`src/rtl/perip_timer_pkg.sv`:
```
// perip_timer_pkg: register word indices, CTRL bit positions and reset
// constants shared by the perip_timer block.
package perip_timer_pkg;

    localparam int DATA_BUS = 32;

    typedef logic [4:0] word_t;

    localparam word_t TIMER_TIME_LO  = 5'd0;
    localparam word_t TIMER_TIME_HI  = 5'd1;
    localparam word_t TIMER_CTRL     = 5'd2;
    localparam word_t TIMER_PRESC    = 5'd3;
    localparam word_t TIMER_CMP_BASE = 5'd4;

    localparam int TIMER_CTRL_CNT_EN = 0;
    localparam int TIMER_CTRL_IRQ_EN = 8;

    localparam logic [31:0] CTRL_RST = 32'h0000_0001;

    // Word index of the LO (hi=0) or HI (hi=1) half of compare channel ch.
    function automatic word_t cmp_word(input int ch, input bit hi);
        return word_t'(int'(TIMER_CMP_BASE) + 2 * ch + (hi ? 1 : 0));
    endfunction

endpackage

```
`src/rtl/perip_timer_prescale.sv`:
```
// perip_timer_prescale: divides clk by CLK_DIV, producing a one-cycle tick
// while the count sits at CLK_DIV-1. clr forces the count back to 0.
module perip_timer_prescale #(
    parameter int CLK_DIV = 50
) (
    input  logic        clk,
    input  logic        rst,
    input  logic        en,
    input  logic        clr,
    output logic        tick,
    output logic [15:0] count
);

    localparam logic [15:0] LAST = 16'(CLK_DIV - 1);

    logic [15:0] count_q, count_d;

    assign tick  = en && (count_q == LAST);
    assign count = count_q;

    // Next count: clear wins, wrap on tick, hold while disabled.
    always_comb begin
        count_d = count_q;
        if (clr)
            count_d = 16'd0;
        else if (tick)
            count_d = 16'd0;
        else if (en)
            count_d = count_q + 16'd1;
    end

    // Prescaler count register.
    always_ff @(posedge clk) begin
        if (rst)
            count_q <= 16'd0;
        else
            count_q <= count_d;
    end

endmodule

```
`src/rtl/perip_timer.sv`:
```
// perip_timer: 64-bit memory-mapped timer with prescaler, writable time base
// and NUM_CMP compare channels driving registered level interrupts.
// Optional: define PERIP_TIMER_SNAPSHOT_EN so a TIME_LO read latches the
// upper half into a shadow that later TIME_HI reads return.
module perip_timer
    import perip_timer_pkg::*;
#(
    parameter int CLK_DIV = 50,
    parameter int NUM_CMP = 2
) (
    input  logic                clk,
    input  logic                rst,
    input  logic                ena,
    input  logic                rw,
    input  logic [DATA_BUS-1:0] addr,
    output logic [DATA_BUS-1:0] rdata,
    input  logic [DATA_BUS-1:0] wdata,
    output logic [NUM_CMP-1:0]  irq
);

    word_t       word;
    logic        wr;
    logic        tick;
    logic        presc_clr;
    logic [15:0] presc;
    logic [63:0] time_q, time_d;
    logic [31:0] ctrl_q, ctrl_d;
    logic [31:0] hi_rd;
    logic [NUM_CMP-1:0][63:0] cmp_all;
    logic        unused_addr;

    assign word        = addr[6:2];
    assign wr          = ena & rw;
    assign unused_addr = ^{addr[DATA_BUS-1:7], addr[1:0]};
    // Any write to the time base restarts the current tick period.
    assign presc_clr   = wr && (word == TIMER_TIME_LO || word == TIMER_TIME_HI);

    perip_timer_prescale #(.CLK_DIV(CLK_DIV)) u_prescale (
        .clk   (clk),
        .rst   (rst),
        .en    (ctrl_q[TIMER_CTRL_CNT_EN]),
        .clr   (presc_clr),
        .tick  (tick),
        .count (presc)
    );

    // Time and CTRL next state; a time write swallows a coincident tick.
    always_comb begin
        time_d = time_q;
        if (wr && word == TIMER_TIME_LO)
            time_d = {time_q[63:32], wdata};
        else if (wr && word == TIMER_TIME_HI)
            time_d = {wdata, time_q[31:0]};
        else if (tick)
            time_d = time_q + 64'd1;
        ctrl_d = (wr && word == TIMER_CTRL) ? wdata : ctrl_q;
    end

    // Time base and control registers.
    always_ff @(posedge clk) begin
        if (rst) begin
            time_q <= 64'd0;
            ctrl_q <= CTRL_RST;
        end else begin
            time_q <= time_d;
            ctrl_q <= ctrl_d;
        end
    end

`ifdef PERIP_TIMER_SNAPSHOT_EN
    logic [31:0] shadow_q, shadow_d;

    // Capture the upper half on every TIME_LO read.
    always_comb begin
        shadow_d = shadow_q;
        if (ena && !rw && word == TIMER_TIME_LO)
            shadow_d = time_q[63:32];
    end

    // Upper-half shadow register.
    always_ff @(posedge clk) begin
        if (rst)
            shadow_q <= 32'd0;
        else
            shadow_q <= shadow_d;
    end

    assign hi_rd = shadow_q;
`else
    assign hi_rd = time_q[63:32];
`endif

    for (genvar i = 0; i < NUM_CMP; i++) begin : g_cmp
        logic [63:0] cmp_q, cmp_d;
        logic        irq_q, irq_d;

        // Half-word compare writes and the interrupt condition on current values.
        always_comb begin
            cmp_d = cmp_q;
            if (wr && word == cmp_word(i, 1'b0))
                cmp_d[31:0] = wdata;
            if (wr && word == cmp_word(i, 1'b1))
                cmp_d[63:32] = wdata;
            irq_d = ctrl_q[TIMER_CTRL_IRQ_EN + i] & (time_q >= cmp_q);
        end

        // Compare value and registered level interrupt.
        always_ff @(posedge clk) begin
            if (rst) begin
                cmp_q <= '1;
                irq_q <= 1'b0;
            end else begin
                cmp_q <= cmp_d;
                irq_q <= irq_d;
            end
        end

        assign cmp_all[i] = cmp_q;
        assign irq[i]     = irq_q;
    end

    // Zero-latency read mux; unmapped words return 0.
    always_comb begin
        rdata = '0;
        case (word)
            TIMER_TIME_LO: rdata = time_q[31:0];
            TIMER_TIME_HI: rdata = hi_rd;
            TIMER_CTRL:    rdata = ctrl_q;
            TIMER_PRESC:   rdata = {16'd0, presc};
            default: begin
                for (int i = 0; i < NUM_CMP; i++) begin
                    if (word == cmp_word(i, 1'b0))
                        rdata = cmp_all[i][31:0];
                    if (word == cmp_word(i, 1'b1))
                        rdata = cmp_all[i][63:32];
                end
            end
        endcase
    end

endmodule
```
`config.mk`:
```
export PLATFORM = sky130hd
export DESIGN_NAME = perip_timer
export DESIGN_NICKNAME = d
export VERILOG_FILES = /design/src/rtl/perip_timer_pkg.sv /design/src/rtl/perip_timer_prescale.sv /design/src/rtl/perip_timer.sv
export SDC_FILE = /design/constraint.sdc
export NUM_CORES = 1
export LEC_CHECK = 0
export BUFFER_PORTS_ARGS = -buffer_cell sky130_fd_sc_hd__buf_2
export CAP_MARGIN = 20
export CORE_UTILIZATION = 40
export DETAILED_ROUTE_END_ITERATION = 12
export HOLD_SLACK_MARGIN = 0.05
export SYNTH_ARGS = -nofsm -noshare
export SYNTH_HDL_FRONTEND = slang
export SYNTH_HIERARCHICAL = 1
export SYNTH_SLANG_ARGS = --single-unit
```
`constraint.sdc`:
```
create_clock -name clk -period 3.2 [get_ports clk]
set_input_delay 0.16 -clock clk [delete_from_list [all_inputs] [get_ports clk]]
set_output_delay 0.16 -clock clk [all_outputs]
set_load 0.03 [all_outputs]
```
==> flow_summary.yaml, run 1 <==
cts:
  postCtsSetupBuffers: 0
  cts_max_level: 1
  cts_made_buffers: 29
  cts-root-buf: "clkbuf_16"
  hold_buffers: 34
  ctsResizeCount: 0
  clock_path_buffers: 3
  clk_pin_slew_ps: 60
  cts_tree: "built"
  clk_latency_ps: 570
  cts.sinks: 242
finish:
  fill_cells: 3643
  drive_gt1_share_pct: 12.6
  syn_to_final_growth_pct: 16.2
  fin_area_um2: 17700
  layout.nets: 2177
  fin_util_pct: 47.1
floorplanning:
  rows: 71
  die_h_um: 197
  ioPinCount: 102
  die_area_um2: 38900
  die_w_um: 197
  start_util_pct: 40.5
  core_area_um2: 37600
yosys:
  synth_flop_cell: "dfxtp_1"
  synthCells: 1885
  synth.avg_cell_area_um2: 8.08
  yosysWarnings: 6
  synth_area_um2: 15200
  ys_ff_latch: 242
  synth-edff-count: 0
  yosys.area.top_type: "dfxtp_1"
  syn_nets: 2084
  async_reset_ff_share_pct: 0
  synth_area_leaders: "dfxtp_1 32%, ha_1 11%, nand2_1 7.2%"
  synth_top_area_share_pct: 31.8
  synth_seq_area_share_pct: 31.8
  synthDistinctLibCells: 68
worst_hold_path:
  hold_path.class: "in2reg"
  hold_depth: 5
  hp-start: "rw"
  whs_endpoint: "ctrl_q[23]"
timing:
  slew_viol_final: 0
  period_needed_ps: 2990
  tightest_slew_ps: 787
  rsz0062_at_grt: "false"
  fin_skew_ps: 9.64
  relSlewSlack_pct: 47.4
  max_freq_ghz: 0.335
  timing.setup.tns_ps: 0
  period_share_pct: 93.4
  hold_viol_final: 0
  setup_viol: 0
  fin_hold_ws_ps: 293
grt:
  overflow: 0
  grt_pass1_vias: 14300
  grt.total_usage_pct: 27.0
  grt_pass1_wl_um: 81700
  grt_max_degree: 65
  antenna_found_initial: 1
power:
  pwr_density_cell_nw_per_um2: 387
  seq_power_share_pct: 44.5
  p_sw_mw: 1.74
  swShare_pct: 25.3
  comb_power_share_pct: 7.5
  p_leak_nw: 7.92
  ir_drop_v: 0.000384
  pwr-share-clk_pct: 48.0
  p_int_mw: 5.12
worst_setup_path:
  crit_family: "simple AND/OR/NAND/NOR gates"
  r2r_cells: 9
  reg2reg_from: "u_prescale/count[0]"
  setup.worst_path.class: "reg2reg"
  cp_slowest_cell: "o31a_1"
  end_kind: "register"
  worstPathArrival_ps: 3470
  rrSetupSlack_ps: 210
  crit_chain: "ha_1 -> nor4b_1 -> and4_1 -> o31a_1 -> buf_12 -> nand4_1 -> nor3_1 -> xnor2_1 -> a211oi_1"
  cp_max_fo: 21
  r2r-end: "time_q[31]"
  worstSetupStartpointType: "register"
  crit_buf_inv: 1
  critical_path.max_stage_delay_ps: 570
  required_ps: 3680
drt:
  wirelength_um: 53100
  drc_errors: 0
  wire_per_inst_um: 21.1
  via_per_inst: 5.94
  ant_nets: 0
  drt-initial-drc-count: 1207
  vias: 14900
  first_pass_iters: 6
placed_design:
  hpwl_um: 37900
  gp_congestion: 0.896
  dpl_cell_area_um2: 16400
  portBuffers: 74
status:
  run_status: "completed"
flow_run:
  drv_cap: 0
## tightest hold or removal path, cell delays in order
cell and delay, ps:
buf_2 100, nand4_1 70, buf_4 300, nand2_1 130, a21oi_1 50
## Yosys cell counts (all sizes together), types with 18 or more instances
cell and instances:
nand2 291, dfxtp 242, a21oi 144, inv 139, o211ai 137, ha 131, nor2 97, clkbuf 96
o21ai 72, nand4 54, mux2i 53, a22oi 49, nand3 43, buf 28, a31oi 26, nor3 26
o22ai 23, and3 20, and4 20, nor4 20, xor2 18
## registers in the layout, indices dropped and copies added, names as in the netlist
signal	count
ctrl_q	32
g_cmp.cmp_q	128
g_cmp.irq_q	2
time_q	64
u_prescale/count	16
## layout by cell type, fill, tap and decap left out, types with 12 or more instances in the layout
cell type      synthesis  final
mux4_2                16     16
a21o_1                16     16
buf_4                  3     75
and3_1                18     17
and2_1                13     13
a31oi_1               26     26
dlygate4sd3_1          0     34
clkbuf_16              0     29
nor3_1                26     23
mux2i_1               53     53
inv_1                139    138
or3_1                 14     14
clkbuf_8               0     12
nand4_1               53     53
dfxtp_1              242    242
nor2_1                87     86
a22oi_1               49     49
nand2_1              291    291
buf_2                 10     72
a21oi_1              144    144
o22ai_1               23     23
and4_1                20     20
nand3_1               38     38
ha_1                 131    131
o211ai_1             137    137
nor4_1                17     14
o21ai_0               71     71
xor2_1                18     18
## through the flow
stage / worst slack [ps] / instances / power [mW]
3_3_place_gp: 241 / 2423 / 3.59
3_5_place_dp: 276 / 2424 / 3.59
6_report: 213 / 2511 / 6.86
2_1_floorplan: 856 / 1885 / 3.39
4_1_cts: 263 / 2509 / 6.89
5_1_grt: 3.87 / 2509 / 7.05
## layer usage
layer / vias up / routed length, µm / GRT usage [%]
li1: 7096 / - / -
met1: 7158 / 23600 / 36.1
met2: 550 / 24200 / 44.5
met3: 102 / 3710 / 4.08
met4: 0 / 1540 / 8.96
met5: - / 0 / 0
## how the worst max path moves through the flow
stage                        start          to  slack [ps]  cells after the start
2_1_floorplan  u_prescale/count[0]  time_q[40]         860                      9
3_3_place_gp   u_prescale/count[0]  time_q[25]         240                      8
3_5_place_dp   u_prescale/count[0]  time_q[31]         280                      9
4_1_cts        u_prescale/count[0]  time_q[31]         260                      9
5_1_grt        u_prescale/count[0]  time_q[29]           4                      9
6_report       u_prescale/count[0]  time_q[31]         210                      9
## power by group through the flow
stage | Clock (mW) | Sequential, mW | Combinational (mW)
CTS | 3.34 | 3.05 | 0.506
floorplan | 0 | 3.11 | 0.274
global placement | 0 | 3.12 | 0.470
global route | 3.45 | 3.05 | 0.545
finish | 3.29 | 3.05 | 0.513
detailed placement | 0 | 3.12 | 0.473
## kinds of logic (layout without fill, tap and decap cells)
| family | Yosys count | after routing | share of synthesized area [%] |
|---|---|---|---|
| AO/OA/AOI/OAI | 529 | 529 | 22.6 |
| XOR/XNOR | 25 | 25 | 1.44 |
| adder cells (fa/ha/maj) | 131 | 131 | 10.8 |
| buffers and inverters | 263 | 376 | 6.89 |
| flip-flops | 242 | 242 | 31.8 |
| multiplexers | 72 | 72 | 6.07 |
| other | 0 | 2 | 0 |
| AND/OR/NAND/NOR | 623 | 623 | 20.4 |
## cell type report
type / count / area [µm²] / share of cell area (%)
multi-input combinational: 1380 / 9390 / 53.0
sequential: 242 / 4840 / 27.4
timing repair buffer: 186 / 1360 / 7.70
clock buffer: 46 / 910 / 5.14
tap: 511 / 639 / 3.61
inverter: 139 / 524 / 2.96
clock inverter: 5 / 25.0 / 0.141
antenna: 2 / 5.00 / 0.0283
No activity file was read; power rests on OpenSTA's default activity.
==> inputs of run 2 (changes only) <==
--- a/config.mk
+++ b/config.mk
@@ -7,9 +7,10 @@
 export LEC_CHECK = 0
 export BUFFER_PORTS_ARGS = -buffer_cell sky130_fd_sc_hd__buf_2
 export CAP_MARGIN = 20
-export CORE_UTILIZATION = 40
+export CORE_UTILIZATION = 62
 export DETAILED_ROUTE_END_ITERATION = 12
 export HOLD_SLACK_MARGIN = 0.05
+export PLACE_DENSITY = 0.81
 export SYNTH_ARGS = -nofsm -noshare
 export SYNTH_HDL_FRONTEND = slang
 export SYNTH_HIERARCHICAL = 1
==> flow_summary.yaml, run 2 (synthesized netlist as in run 1, its figures left out) <==
status:
  run_status: "completed"
timing:
  hold_viol_final: 0
  tightest_slew_ps: 848
  max_freq_ghz: 0.344
  fin_skew_ps: 24.1
  rsz0062_at_grt: "false"
  relSlewSlack_pct: 43.4
  period_share_pct: 90.9
  slew_viol_final: 0
  setup_viol: 0
  timing.setup.tns_ps: 0
  layout_setup_ws_ps: 292
  period_needed_ps: 2910
grt:
  grt_pass1_wl_um: 81100
  overflow: 0
  antenna_found_initial: 0
  grt.total_usage_pct: 40.2
  grt_max_degree: 63
  grt_pass1_vias: 15000
cts:
  clk_pin_slew_ps: 60
  cts-root-buf: "clkbuf_16"
  clk_latency_ps: 560
  ctsResizeCount: 0
  cts.sinks: 242
  cts_max_level: 1
  cts_made_buffers: 27
  clock_path_buffers: 3
  postCtsSetupBuffers: 0
  hold_buffers: 32
  cts_tree: "built"
floorplanning:
  ioPinCount: 102
  core_area_um2: 23800
  start_util_pct: 64.1
  die_w_um: 159
  rows: 56
  die_h_um: 159
  die_area_um2: 25200
drt:
  first_pass_iters: 6
  ant_nets: 0
  via_per_inst: 6.81
  vias: 15700
  drc_errors: 0
  wire_per_inst_um: 22.4
  wirelength_um: 51500
  drt-initial-drc-count: 2117
finish:
  antenna_cells: 0
  multi_input_area_um2: 9390
  fin_util_pct: 72.8
  fill_cells: 1807
  seqCellArea_um2: 4840
  syn_to_final_growth_pct: 13.5
  top_register: "g_cmp.cmp_q"
  reg_top3: "g_cmp.cmp_q (128), time_q (64), ctrl_q (32)"
  layout.nets: 2165
  final_common_cell: "nand2_1"
  largest_reg_flops: 128
  mostFrequentLayoutCells: "291 x nand2_1, 242 x dfxtp_1, 144 x a21oi_1"
  drive_gt1_share_pct: 12.1
placed_design:
  gp_congestion: 0.991
  place_ws_ps: 318
  hpwl_um: 35500
  portBuffers: 74
worst_setup_path:
  cp_max_fo: 14
  end_kind: "register"
  worstPathArrival_ps: 3300
  worstSetupStartpointType: "register"
  setup.worst_path.class: "reg2reg"
  required_ps: 3590
power:
  p_leak_nw: 7.83
  pwr_density_cell_nw_per_um2: 382
  ir_drop_v: 0.000388
flow_run:
  drv_cap: 0
worst_hold_path:
  hold_path.class: "in2reg"
## run 2: cell count changes in the layout (fill, tap and decap cells not counted), sizes merged
cell / previous run / this run
buf: 152 / 144
dlygate4sd3: 34 / 32
clkbuf: 46 / 39
inv: 139 / 141
diode: 2 / 0
clkinv: 5 / 6
## run 2: per-stage QoR
step | power, mW | hold WS (ps) | area [µm²] | instances
2_1_floorplan | 3.39 | 284 | 15200 | 1885
3_3_place_gp | 3.57 | 439 | 16100 | 2222
3_5_place_dp | 3.58 | 447 | 16100 | 2222
4_1_cts | 6.60 | 140 | 17300 | 2301
5_1_grt | 6.75 | 198 | 17300 | 2303
6_report | 6.60 | 176 | 17300 | 2303
## run 2: critical path, stage by stage, from the launching register on
cell and delay (ps):
dfxtp_1 450, ha_1 180, nor4b_1 220, and4_1 330
o31a_1 570, nor2_1 290, buf_6 230, a21o_1 150
a221oi_1 240, nor2_1 80
## run 2: area by class of cell
cell class              instances  share of cell area [%]
clock buffers                  39                    4.69
clock inverters                 8                   0.275
inverters                     139                    3.03
multi-input cells            1380                    54.3
flip-flops and latches        242                    28.0
well taps                     319                    2.31
repair buffers                176                    7.35
## run 2: path summary, 6_finish.rpt
| check | cells after the start | start | endpoint | slack, ps |
|---|---|---|---|---|
| max | 9 | u_prescale/count[0] | time_q[25] | 290 |
| min | 2 | rst | time_q[19] | 180 |
| max reg2reg | 9 | u_prescale/count[0] | time_q[25] | 290 |
| min reg2reg | 2 | ctrl_q[12] | ctrl_q[12] | 450 |
## run 2: report_power, final
| group | switching, mW | total (mW) | internal (mW) |
|---|---|---|---|
| logic | 0.344 | 0.503 | 0.159 |
| clock network | 1.29 | 3.04 | 1.75 |
| registers | 0.0229 | 3.06 | 3.03 |
| total | 1.66 | 6.60 | 4.94 |
## run 2: per-layer routing
layer	vias to the layer above	part of all wire [%]	track usage, %
li1	7081	-	-
met1	7319	38	51.1
met2	1025	45	63.6
met3	247	10	5.49
met4	0	6.5	26.5
met5	-	0	0
